`src/rtl/gray_fx_pkg.sv`:
```
// gray_fx_pkg
// Shared types and defaults for the grayscale filter enable scheduler.
//   fx_state_t      : scheduler states (IDLE, WAIT_VB, DRAIN, DONE)
//   DRAIN_CYC_DEF   : default filter pipeline depth in clocks
//   TIMEOUT_CYC_DEF : default clocks to wait for a vblank edge before forcing
//   cnt_width()     : counter width able to hold 0..n, never less than one bit
package gray_fx_pkg;

    typedef enum logic [1:0] {
        IDLE    = 2'd0,
        WAIT_VB = 2'd1,
        DRAIN   = 2'd2,
        DONE    = 2'd3
    } fx_state_t;

    localparam int DRAIN_CYC_DEF   = 2;
    localparam int TIMEOUT_CYC_DEF = 1000000;

    function automatic int cnt_width(input int n);
        int w;
        w = $clog2(n + 1);
        if (w < 1) begin
            w = 1;
        end else begin
            w = w;
        end
        return w;
    endfunction

endpackage

```
`src/rtl/vb_rise_det.sv`:
```
// vb_rise_det
// Rising-edge detector for a blanking strobe that is already synchronous to clk.
// The delayed copy resets high so a strobe that is high when reset releases
// does not produce a spurious edge.
//   clk     : clock
//   reset_n : asynchronous active-low reset
//   vb_in   : blanking strobe
//   vb_rise : high for the cycle in which vb_in is 1 and was 0 one clock earlier
module vb_rise_det (
    input  logic clk,
    input  logic reset_n,
    input  logic vb_in,
    output logic vb_rise
);

    logic vb_q;

    // One-clock delayed copy of the strobe.
    always_ff @(posedge clk or negedge reset_n) begin
        if (!reset_n) begin
            vb_q <= 1'b1;
        end else begin
            vb_q <= vb_in;
        end
    end

    assign vb_rise = vb_in & ~vb_q;

endmodule

```
`src/rtl/gray_fx_sched.sv`:
```
// gray_fx_sched
// Schedules changes of the grayscale filter enable so they land on a vertical
// blank rising edge, then waits out the filter pipeline before reporting done.
// If video has stopped and no edge arrives within TIMEOUT_CYC clocks of the
// request, the change is forced and timeout_flag records that.
//   clk          : video pixel clock
//   reset_n      : asynchronous active-low reset
//   req_valid    : host request valid
//   req_ready    : request accepted when high together with req_valid (idle)
//   req_enable   : requested mode, 1 = grayscale, sampled on handshake
//   vb_in        : vertical blank, synchronous to clk
//   enable_out   : filter enable
//   busy         : a request is in flight
//   done         : one-cycle pulse, requested mode active and pipeline drained
//   timeout_flag : sticky, last change was forced by the timeout
module gray_fx_sched
    import gray_fx_pkg::*;
#(
    parameter int DRAIN_CYC   = DRAIN_CYC_DEF,
    parameter int TIMEOUT_CYC = TIMEOUT_CYC_DEF
) (
    input  logic clk,
    input  logic reset_n,
    input  logic req_valid,
    output logic req_ready,
    input  logic req_enable,
    input  logic vb_in,
    output logic enable_out,
    output logic busy,
    output logic done,
    output logic timeout_flag
);

    localparam int TW = cnt_width(TIMEOUT_CYC);
    localparam int DW = cnt_width(DRAIN_CYC);
    localparam logic [TW-1:0] TLAST = TW'(TIMEOUT_CYC - 1);
    // With DRAIN_CYC == 0 the DRAIN state is never entered; keep the constant legal.
    localparam logic [DW-1:0] DLAST = DW'((DRAIN_CYC == 0) ? 0 : DRAIN_CYC - 1);

    fx_state_t     state_q, state_d;
    logic          enable_q, enable_d;
    logic          done_q, done_d;
    logic          tflag_q, tflag_d;
    logic          pend_q, pend_d;
    logic [TW-1:0] tcnt_q, tcnt_d;
    logic [DW-1:0] dcnt_q, dcnt_d;
    logic          vb_rise_s;

    vb_rise_det u_vb_rise_det (
        .clk     (clk),
        .reset_n (reset_n),
        .vb_in   (vb_in),
        .vb_rise (vb_rise_s)
    );

    // Next-state and registered-output logic.
    always_comb begin
        state_d  = state_q;
        enable_d = enable_q;
        done_d   = 1'b0;
        tflag_d  = tflag_q;
        pend_d   = pend_q;
        tcnt_d   = tcnt_q;
        dcnt_d   = dcnt_q;
        case (state_q)
            IDLE: begin
                if (req_valid) begin
                    pend_d  = req_enable;
                    tflag_d = 1'b0;
                    tcnt_d  = '0;
                    // Requesting the mode already in force needs no vblank wait.
                    if (req_enable == enable_q) begin
                        state_d = DONE;
                        done_d  = 1'b1;
                    end else begin
                        state_d = WAIT_VB;
                    end
                end else begin
                    state_d = IDLE;
                end
            end
            WAIT_VB: begin
                tcnt_d = tcnt_q + TW'(1);
                if (vb_rise_s || (tcnt_q == TLAST)) begin
                    enable_d = pend_q;
                    // A real edge wins over a coincident timeout.
                    tflag_d  = ~vb_rise_s;
                    dcnt_d   = '0;
                    if (DRAIN_CYC == 0) begin
                        state_d = DONE;
                        done_d  = 1'b1;
                    end else begin
                        state_d = DRAIN;
                    end
                end else begin
                    state_d = WAIT_VB;
                end
            end
            DRAIN: begin
                dcnt_d = dcnt_q + DW'(1);
                if (dcnt_q == DLAST) begin
                    state_d = DONE;
                    done_d  = 1'b1;
                end else begin
                    state_d = DRAIN;
                end
            end
            DONE: begin
                state_d = IDLE;
            end
            default: begin
                state_d = IDLE;
            end
        endcase
    end

    // State and output registers.
    always_ff @(posedge clk or negedge reset_n) begin
        if (!reset_n) begin
            state_q  <= IDLE;
            enable_q <= 1'b0;
            done_q   <= 1'b0;
            tflag_q  <= 1'b0;
            pend_q   <= 1'b0;
            tcnt_q   <= '0;
            dcnt_q   <= '0;
        end else begin
            state_q  <= state_d;
            enable_q <= enable_d;
            done_q   <= done_d;
            tflag_q  <= tflag_d;
            pend_q   <= pend_d;
            tcnt_q   <= tcnt_d;
            dcnt_q   <= dcnt_d;
        end
    end

    assign enable_out   = enable_q;
    assign done         = done_q;
    assign timeout_flag = tflag_q;
    assign req_ready    = (state_q == IDLE);
    assign busy         = (state_q != IDLE);

endmodule

```
`config.mk`:
```
export PLATFORM = sky130hd
export DESIGN_NAME = gray_fx_sched
export DESIGN_NICKNAME = d
export VERILOG_FILES = /design/src/rtl/gray_fx_pkg.sv /design/src/rtl/vb_rise_det.sv /design/src/rtl/gray_fx_sched.sv
export SDC_FILE = /design/constraint.sdc
export NUM_CORES = 1
export LEC_CHECK = 0
export BUFFER_PORTS_ARGS = -buffer_cell sky130_fd_sc_hd__buf_2
export CORE_ASPECT_RATIO = 0.75
export CORE_MARGIN = 2
export CORE_UTILIZATION = 55
export CTS_CLUSTER_DIAMETER = 40
export CTS_CLUSTER_SIZE = 10
export DETAILED_ROUTE_END_ITERATION = 12
export GPL_TIMING_DRIVEN = 0
export PLACE_DENSITY = 0.73
export SYNTH_ARGS = -nofsm -noshare
export SYNTH_HDL_FRONTEND = slang
export SYNTH_HIERARCHICAL = 1
export SYNTH_SLANG_ARGS = --single-unit
```
`constraint.sdc`:
```
create_clock -name clk -period 1.74 [get_ports clk]
set_input_delay 0.348 -clock clk [delete_from_list [all_inputs] [get_ports clk]]
set_output_delay 0.348 -clock clk [all_outputs]
set_load 0.02 [all_outputs]
```
* Word level (Yosys, flattened, before mapping) *
Cells that the tools add are included.

storage, ports and cells
  flip-flop bits (word level) = 29
  input port bits = 5
  output and inout port bits = 5

cells by class
  reductions and logical operators = 10
  add/subtract/negate cells = 2
  mux-type cells = 16
  bitwise operators = 3
  equality and inequality tests = 8

operators by type and width
  kind                     number
  $pmux W20 S2             1
  $add A20 B1 Y20 const B  1
  $eq A20 B20 Y1 const B   1
  $mux W20                 1
  $mux W2                  4
  $pmux W2 S4              1
  $reduce_and A2 Y1        4
  $mux W1                  6
  $reduce_bool A2 Y1       3
  $eq A2 B1 Y1 const B     2
  $eq A2 B2 Y1 const B     2
  $ne A2 B2 Y1 const B     2
  $pmux W1 S2              2
  $pmux W2 S2              1
  $reduce_and A3 Y1        1
  $add A2 B1 Y2 const B    1
  $logic_not A2 Y1         1
  $not A1 Y1               2
  $and A1 B1 Y1            1
  $eq A1 B1 Y1             1
  $logic_or A1 B1 Y1       1

* Logic depth before layout (Yosys ltp) *
Gate-level depths: netlist of run 1.

  depth in word-level cells = 5
  depth in mapped cells = 7
  mapped depth without buffers = 5

* Cells and area by module *
Netlist of run 1, hierarchy kept.

by module, submodules not included
  module         instances  cells an instance  area an instance (µm²)
  gray_fx_sched  1          160                1575.3
  vb_rise_det    1          2                  40.0

* Least setup slack after synthesis of run 1 *
Ideal clock, no wire load.

  path kind = register to register
  start point = register state_q[1]
  end point = register tcnt_q[4]
  required time = 1.608 ns
  stages on the path, launching flop included = 8
  arrival = 1.542 ns
  setup slack = 0.065 ns
  period minus slack after synthesis = 1.675 ns
  path through = dfrtp_1 > buf_6 > or2_2 > inv_1 > nand2_1 > clkbuf_8 > o211ai_1 > o31ai_1

between the ends
  cells in the longest elaborated chain, start to end = 3

ends and longest elaborated chain
  element                                                       RTL line              RTL
  from (decl)                                                   gray_fx_sched.sv:40   fx_state_t state_q, state_d;
  from (signal assigned)                                        gray_fx_sched.sv:128  state_q <= state_d;
  $logic_not A2 Y1 *                                            n/a
  named net req_ready                                           gray_fx_sched.sv:25   output logic req_ready,
  $ne A2 B2 Y1 (no line) or $reduce_bool A2 Y1 (tied branches)  n/a
  $reduce_and A2 Y1 (no line)                                   n/a
  to (signal assigned)                                          gray_fx_sched.sv:133  tcnt_q <= tcnt_d;
  to (decl)                                                     gray_fx_sched.sv:45   logic [TW-1:0] tcnt_q, tcnt_d;

Mark *: on every way through the listed nets, which the timed path passes. The rest lies on a longest branch.
A chain may end at the register's enable or synchronous reset.

* Worst setup path after layout of run 1 *
  start point = register state_q[1]
  end point = output req_ready

between the ends
  cells in the longest elaborated chain, start to end = 1

ends and longest elaborated chain
  element           RTL line              RTL
  $logic_not A2 Y1  gray_fx_sched.sv:141  assign req_ready = (state_q == IDLE);
  to (decl)         gray_fx_sched.sv:25

No other way between the ends.

==> results.ini, run 1 <==
[synth]
yosys.area.top_type = dfrtp_1
synth_ff_type = dfrtp_1
syn_avg_cell_area_sq_um = 9.97
synth.net_count = 169
ys_async_sr_fraction_pct = 100
synth_area_leaders = dfrtp_1 (43%), mux2i_1 (7.4%), nand2_1 (7.2%), o21ai_0 (4.0%), buf_6 (2.8%)
postSynthCellCount = 162
synth_edf_count = 0
yosys_warnings = 6
synth_most_common_cell = nand2_1
yosys-top-cells-count = nand2_1 (31), dfrtp_1 (28), o21ai_0 (13), mux2i_1 (12)
syn_area_sq_um = 1620
ys_seq_elements = 29
ys_seq_area_share_pct = 45.0
yosysUniqueCellTypes = 40
synth_top_cell_area_share_pct = 43.4

[timing]
finalCriticalPeriod_ns = 1.66
finalHoldViolations = 0
setup_violations = 0
worst_pin_slew_ns = 0.649
fin_worst_skew_ns = 0.00900
fmax_mhz = 603
fin_crit_sh_pct = 95.3
max_slew_margin_pct = 56.7
rsz0062_at_grt = false
hold_slack_ns = 0.0903
finalMaxSlewViolations = 0

[global_route]
grt_remaining_overflow = 0
grt_antenna_before_repair = 0
track_usage_pct = 23.2
grt_max_degree = 30
grt_first_pass_wirelength_um = 5780
grt_pass1_vias = 1209

[drt]
wl_per_cell_um = 15.3
drt-initial-drc-count = 108
vias = 1273
viasPerCell = 5.89
drtAntennaViolNets = 0
first_pass_iters = 4
route.detailed.drc = 0
drt-total-wl_um = 3300

[worst_setup_path]
max_stage_delay_ns = 0.38
worst-path-buf-inv = 3
r2r-end = dcnt_q[1]
rr_startpoint = tcnt_q[12]
startpoint_type = register
cp_cell_sequence = buf_6, or2_2, inv_2, buf_4
critPathSlowestCell = dfrtp_1
worstPathRequired_ns = 1.39
path_max_fanout = 10
critPathArrivalTime_ns = 1.31
r2r_cells = 5
reg2reg_slack_ns = 0.10
cp_top_family = flip-flops
path_class = register to output pin
cp-end-kind = output pin

[pwr]
p_leak_nw = 0.901
ir_worst_vdd_v = 0.000907
cellPowerDensity_nw_per_um2 = 1190

[finish]
n_antenna_cell = 0
fill_cells = 226
regArea_sq_um = 728
multiInputGateArea_sq_um = 813
syn_to_final_growth_pct = 12.5
finalInstanceArea_sq_um = 1820
nets = 186
layout-drive-gt1-share_pct = 19.4

[cts]
cts_buffer_depth = 2
ctsHoldBuffers = 0
cts_sinks = 29
cts_max_level = 2
clk_latency_ns = 0.28
clk_pin_slew_ns = 0.06
root_buffer = clkbuf_8
cts_made_buffers = 5
cts_tree = built

[floorplanning]
core-area_sq_um = 2700
pin_count = 10
start_util_pct = 59.8
die-height_um = 50.9
die-width_um = 66.6
die-area_sq_um = 3390
std_cell_rows = 16

[place]
dpl_cell_area_sq_um = 1710
dp_hpwl_um = 2380
gp_congestion = 0.834
portBuffers = 9

[hold_path]
hold_class = input port to async pin

[status]
status = completed

[job]
max_cap_viol_count = 0

layer usage:
layer  share of wire, %  GRT usage (%)
met4                1.3           9.86
met3                4.6           5.95
met1                 49           31.9
met2                 45           34.7
met5                  0              0
worst max path at each step:
stage | start | end | cells past startpoint
floorplan | state_q[1] | tcnt_q[4] | 7
global placement | state_q[1] | tcnt_q[5] | 5
detailed placement | state_q[1] | tcnt_q[5] | 5
CTS | state_q[1] | req_ready | 4
global route | tcnt_q[0] | tcnt_q[8] | 6
finish | state_q[1] | req_ready | 4
cell families (layout without fill, tap and decap cells):
logic type / Yosys count / count (layout) / share of synthesized area, %
AO/OA/AOI/OAI: 27 / 27 / 9.91
XOR/XNOR: 2 / 2 / 1.08
AND/OR/NAND/NOR: 78 / 78 / 29.7
flip-flops: 29 / 29 / 45.0
buffers and inverters: 12 / 30 / 5.34
multiplexers: 12 / 12 / 7.44
adder cells (fa/ha/maj): 2 / 2 / 1.55
report_power, final:
part           switching, W  internal, W  leakage (nW)  total [W]
clock              0.000235     0.000322        0.0455   0.000557
sequential        0.0000848     0.000781         0.382   0.000866
combinational      0.000437     0.000295         0.474   0.000732
cell usage in the layout, fill, tap and decap left out, drive strengths merged, types with 2 or more instances in the layout:
master	netlist	routed
and4	3	3
o31ai	2	2
or3	2	2
ha	2	2
buf	4	14
a21oi	5	5
mux2i	12	12
nor2b	4	4
nor4	6	6
inv	4	4
nor4b	2	2
nand3	7	7
nand2	31	31
o211ai	2	2
nor2	5	5
xnor2	2	2
nand4	7	7
dfrtp	28	28
o21ai	13	13
nor3b	2	2
and2	4	4
clkbuf	4	12
final cells by class:
cell class | instances | area share (%)
buffer | 8 | 3.92
sequential | 29 | 40.1
timing repair buffer | 10 | 3.03
inverter | 4 | 0.826
clock buffer | 8 | 4.96
tap | 36 | 2.48
multi-input combinational | 121 | 44.7
state kept, by name, summed over array words and instances (netlist names):
| name | flops |
|---|---|
| dcnt_q | 2 |
| done | 1 |
| enable_out | 1 |
| pend_q | 1 |
| state_q | 2 |
| tcnt_q | 20 |
| timeout_flag | 1 |
| u_vb_rise_det/vb_q | 1 |
stage by stage:
| step | utilization (%) | setup slack (ns) | TNS [ns] | power, W | std cells |
|---|---|---|---|---|---|
| after floorplan | - | 0.0652 | 0 | 0.00138 | 162 |
| after global placement | 63.1 | 0.0110 | 0 | 0.00153 | 207 |
| after detailed placement | 63.1 | -0.0774 | -0.199 | 0.00157 | 207 |
| after CTS | 66.9 | 0.0290 | 0 | 0.00215 | 215 |
| after global routing | 67.3 | 0.00613 | 0 | 0.00232 | 216 |
| final | 67.3 | 0.0814 | 0 | 0.00215 | 216 |
timing repair:
item,4_1_cts,5_1_grt
setup endpoints to repair,4,6
buffers inserted,0,1
resized for setup,2,3
hold endpoints to repair,0,0
(Power assumes the default switching activity.)
==> run 2: changes to the inputs <==
CORE_MARGIN = 8   (was 2)
CTS_BUF_LIST = sky130_fd_sc_hd__clkbuf_8 sky130_fd_sc_hd__clkbuf_16   (was unset)
==> results.ini, run 2 (synthesis gave the netlist of run 1 again) <==
[finish]
finalInstanceArea_sq_um = 1820
largest_register_ffs = 20
nets = 187
syn_to_final_growth_pct = 12.5
layout_commonest_cell = nand2_1
reg.largest.list = tcnt_q (20), dcnt_q (2), state_q (2)
layout_common_cells = nand2_1 (31), dfrtp_1 (27), o21ai_0 (13)
layout-drive-gt1-share_pct = 19.4
fill_cells = 253
fin_util_pct = 63.3
n_antenna_cell = 0
top_register = tcnt_q

[cts]
cts_tree = built
cts_made_buffers = 5
clk_pin_slew_ns = 0.06
root_buffer = clkbuf_8
clk_latency_ns = 0.28
cts_buffer_depth = 2
cts_sinks = 29
cts_max_level = 2
ctsHoldBuffers = 0

[worst_setup_path]
path_max_fanout = 10
critPathArrivalTime_ns = 1.37
critPathSlowestCell = dfrtp_1
path_class = register to output pin
cp_top_family = buffers and inverters
cp-end-kind = output pin
worstPathRequired_ns = 1.39
worst-path-buf-inv = 3
startpoint_type = register
reg2reg_slack_ns = 0.05
max_stage_delay_ns = 0.39
cp_cell_sequence = buf_6, or2_2, inv_1, buf_2

[floorplanning]
die-area_sq_um = 4940
pin_count = 10
start_util_pct = 56.3
die-width_um = 78.6
core-area_sq_um = 2870
std_cell_rows = 17
die-height_um = 62.9

[timing]
rsz0062_at_grt = true
setup_violations = 0
finalHoldViolations = 0
finalWorstSetupSlack_ns = 0.0264
hold_slack_ns = 0.0840
finalMaxSlewViolations = 0
worst_pin_slew_ns = 0.647
finalCriticalPeriod_ns = 1.71
fmax_mhz = 584
fin_worst_skew_ns = 0.00392
fin_setup_tns_ns = 0
fin_crit_sh_pct = 98.5
max_slew_margin_pct = 56.9

[drt]
met2WireLength_um = 1590
routed.top_layer = met4
viasPerCell = 5.92
wl_met3_um = 151
first_pass_iters = 4
route.detailed.drc = 0
wl_per_cell_um = 16.2
drtAntennaViolNets = 0
vias = 1291
drt-total-wl_um = 3530
wl_met1_um = 1670
drt-initial-drc-count = 57

[global_route]
grt_first_pass_wirelength_um = 5780
grt_max_degree = 30
grt_remaining_overflow = 0
grt_antenna_before_repair = 0
track_usage_pct = 14.8
grt_pass1_vias = 1255

[pwr]
cellPowerDensity_nw_per_um2 = 1190
ir_worst_vdd_v = 0.000901
p_leak_nw = 0.908

[hold_path]
hold_class = input port to async pin

[place]
dp_hpwl_um = 2500
post-place-ws_ns = -0.0677
gp_congestion = 0.811
dpl_cell_area_sq_um = 1710
portBuffers = 9

[status]
status = completed

[job]
max_cap_viol_count = 0

run 2: cell type report:
class	count	area (sq um)	share of cell area, %
multi-input combinational	121	810	44.5
sequential	29	728	40.1
clock buffer	6	82.6	4.54
buffer	8	71.3	3.92
timing repair buffer	11	60.1	3.30
tap	38	47.5	2.62
inverter	4	15.0	0.826
clock inverter	1	3.75	0.206
run 2: metrics by stage:
| step | power (W) | cells |
|---|---|---|
| CTS | 0.00214 | 216 |
| finish | 0.00217 | 218 |
| detailed placement | 0.00157 | 209 |
| global route | 0.00228 | 218 |
| floorplan | 0.00138 | 162 |
| global placement | 0.00153 | 209 |
run 2: where the power goes:
group	switching [W]	internal, W	total (W)
logic	0.000448	0.000302	0.000750
registers	0.0000822	0.000781	0.000863
clock network	0.000246	0.000307	0.000553
total	0.000776	0.00139	0.00217
run 2: routing by layer:
metal,track usage [%],up-vias
met1,17.0,632
met4,10.1,0
met5,0,-
met2,22.4,26
met3,5.46,15
li1,-,618
run 2: path summary, 6_finish.rpt:
check | startpoint | to | cells past startpoint
worst max-delay path | state_q[1] | req_ready | 4
worst min register to register | tcnt_q[17] | tcnt_q[17] | 1
worst max register to register | state_q[1] | tcnt_q[4] | 7
max in group asynchronous | reset_n | tcnt_q[0] | 1
worst min-delay path | reset_n | dcnt_q[0] | 1
min in group clk | vb_in | u_vb_rise_det/vb_q | 1
run 2: what timing repair did:
item | CTS | global route
endpoints found under the setup margin | 4 | 11
buffers inserted | 0 | 2
endpoints found under the hold margin | 0 | 0
gates resized for setup | 1 | 2
==> run 3: changes to the inputs <==
clock period = 2.1 ns   (was 1.74 ns; I/O delays follow)
==> results.ini, run 3 (synthesis gave the netlist of run 1 again) <==
[status]
status = completed

[worst_setup_path]
cp-end-kind = register
rr_startpoint = state_q[1]
cp_cell_sequence = buf_6, nor3b_1, nor2_1, o21ai_0, o21ai_0
startpoint_type = register
reg2reg_slack_ns = 0.28
max_stage_delay_ns = 0.61
critPathArrivalTime_ns = 1.97
path_common_cell = o21ai_0
r2r_cells = 5
critPathSlowestCell = nor3b_1
worstPathRequired_ns = 2.25
path_class = register to register
r2r-end = tcnt_q[2]
path_max_fanout = 10

[finish]
layout_common_cells = nand2_1 (31), dfrtp_1 (28), o21ai_0 (13)
fin_util_pct = 62.5
fill_cells = 256
top_register = tcnt_q
reg.largest.list = tcnt_q (20), dcnt_q (2), state_q (2)
layout_commonest_cell = nand2_1
n_antenna_cell = 0
syn_to_final_growth_pct = 11.1
nets = 185
final_cells = 216
largest_register_ffs = 20
layout-drive-gt1-share_pct = 16.9

[global_route]
grt_remaining_overflow = 0
track_usage_pct = 14.8
grt_first_pass_wirelength_um = 5770
grt_antenna_before_repair = 0
grt_max_degree = 30
use_met2_pct = 22.3
gr-usage-met1_pct = 17.0
grt_pass1_vias = 1251
top_usage_layer = met2
met3_usage_pct = 5.46

[timing]
finalMaxSlewViolations = 0
fin_setup_tns_ns = 0
finalHoldViolations = 0
fmax_mhz = 550
rsz0062_at_grt = false
setup_violations = 0
worst_pin_slew_ns = 0.721
fin_worst_skew_ns = 0.00437
max_slew_margin_pct = 51.8
finalCriticalPeriod_ns = 1.82
fin_crit_sh_pct = 86.5

[place]
dp_hpwl_um = 2500
gp_congestion = 0.811
portBuffers = 9
placedCellCount = 209

[floorplanning]
die-width_um = 78.6
start_util_pct = 56.3
pin_count = 10
std_cell_rows = 17
die-height_um = 62.9
core-area_sq_um = 2870
die-area_sq_um = 4940

[cts]
clk_pin_slew_ns = 0.06
clk_latency_ns = 0.28
ctsHoldBuffers = 0
cts_buffer_depth = 2
cts_sinks = 29
cts_resized = 0
cts_tree = built
cts_made_buffers = 5
root_buffer = clkbuf_8
postCtsSetupRepairBufs = 0
cts_max_level = 2

[drt]
vias = 1278
drt-initial-drc-count = 89
drtAntennaViolNets = 0
viasPerCell = 5.92
route.detailed.drc = 0
wl_per_cell_um = 16.1
first_pass_iters = 4
drt-total-wl_um = 3470

[pwr]
cellPowerDensity_nw_per_um2 = 980
p_leak_nw = 0.899
total_power_w = 0.00176
ir_worst_vdd_v = 0.000733

[job]
max_cap_viol_count = 0

[hold_path]
hold_class = input port to async pin

## run 3: cell types whose count changed in the layout (fill, tap and decap cells not counted)
cell	before	now
ha_1	1	2
dfrtp_2	1	0
dfrtp_1	27	28
ha_2	1	0
nor3b_1	1	2
buf_4	2	0
nor3b_2	1	0
## run 3: worst max-delay path by stage
stage,start,endpoint,slack [ns]
after global placement,req_valid,tcnt_q[5],0.35
after global routing,state_q[1],tcnt_q[2],0.16
final,state_q[1],tcnt_q[2],0.28
after floorplan,state_q[1],tcnt_q[4],0.43
after detailed placement,req_valid,tcnt_q[2],0.29
after CTS,state_q[1],tcnt_q[2],0.27
## run 3: through the flow
step                      instance area, sq um  setup slack, ns  hold WS [ns]
final                                     1790            0.283         0.152
after global routing                      1790            0.161         0.212
after CTS                                 1790            0.275         0.178
after detailed placement                  1710            0.292         0.460
after global placement                    1710            0.349         0.455
after floorplan                           1620            0.425         0.124
## run 3: power breakdown
group          internal, W  leakage, nW  total [W]  switching [W]
Combinational     0.000228        0.467   0.000579       0.000351
Clock             0.000254       0.0485   0.000459       0.000205
Sequential        0.000645        0.383   0.000721      0.0000755
## run 3: worst max-delay path, delay by kind of cell (launching register included)
kind | cells | cell delay, ns
buffers and inverters | 1 | 0.14
AND/OR/NAND/NOR | 2 | 0.81
AO/OA/AOI/OAI | 2 | 0.35
flip-flops | 1 | 0.39
## run 3: cell type report
| type | instances | area [sq um] | share of cell area [%] |
|---|---|---|---|
| Multi-Input combinational cell | 121 | 802 | 44.7 |
| Clock inverter | 1 | 3.75 | 0.209 |
| Sequential cell | 29 | 727 | 40.5 |
| Buffer | 8 | 71.3 | 3.97 |
| Tap cell | 38 | 47.5 | 2.65 |
| Timing Repair Buffer | 9 | 45.0 | 2.51 |
| Inverter | 4 | 15.0 | 0.837 |
| Clock buffer | 6 | 82.6 | 4.60 |
## run 3: metal layers
| metal | part of all wire [%] | up-vias |
|---|---|---|
| met3 | 5.0 | 17 |
| met1 | 47 | 622 |
| met2 | 45 | 26 |
| li1 | - | 613 |
| met4 | 3.8 | 0 |
| met5 | 0 | - |
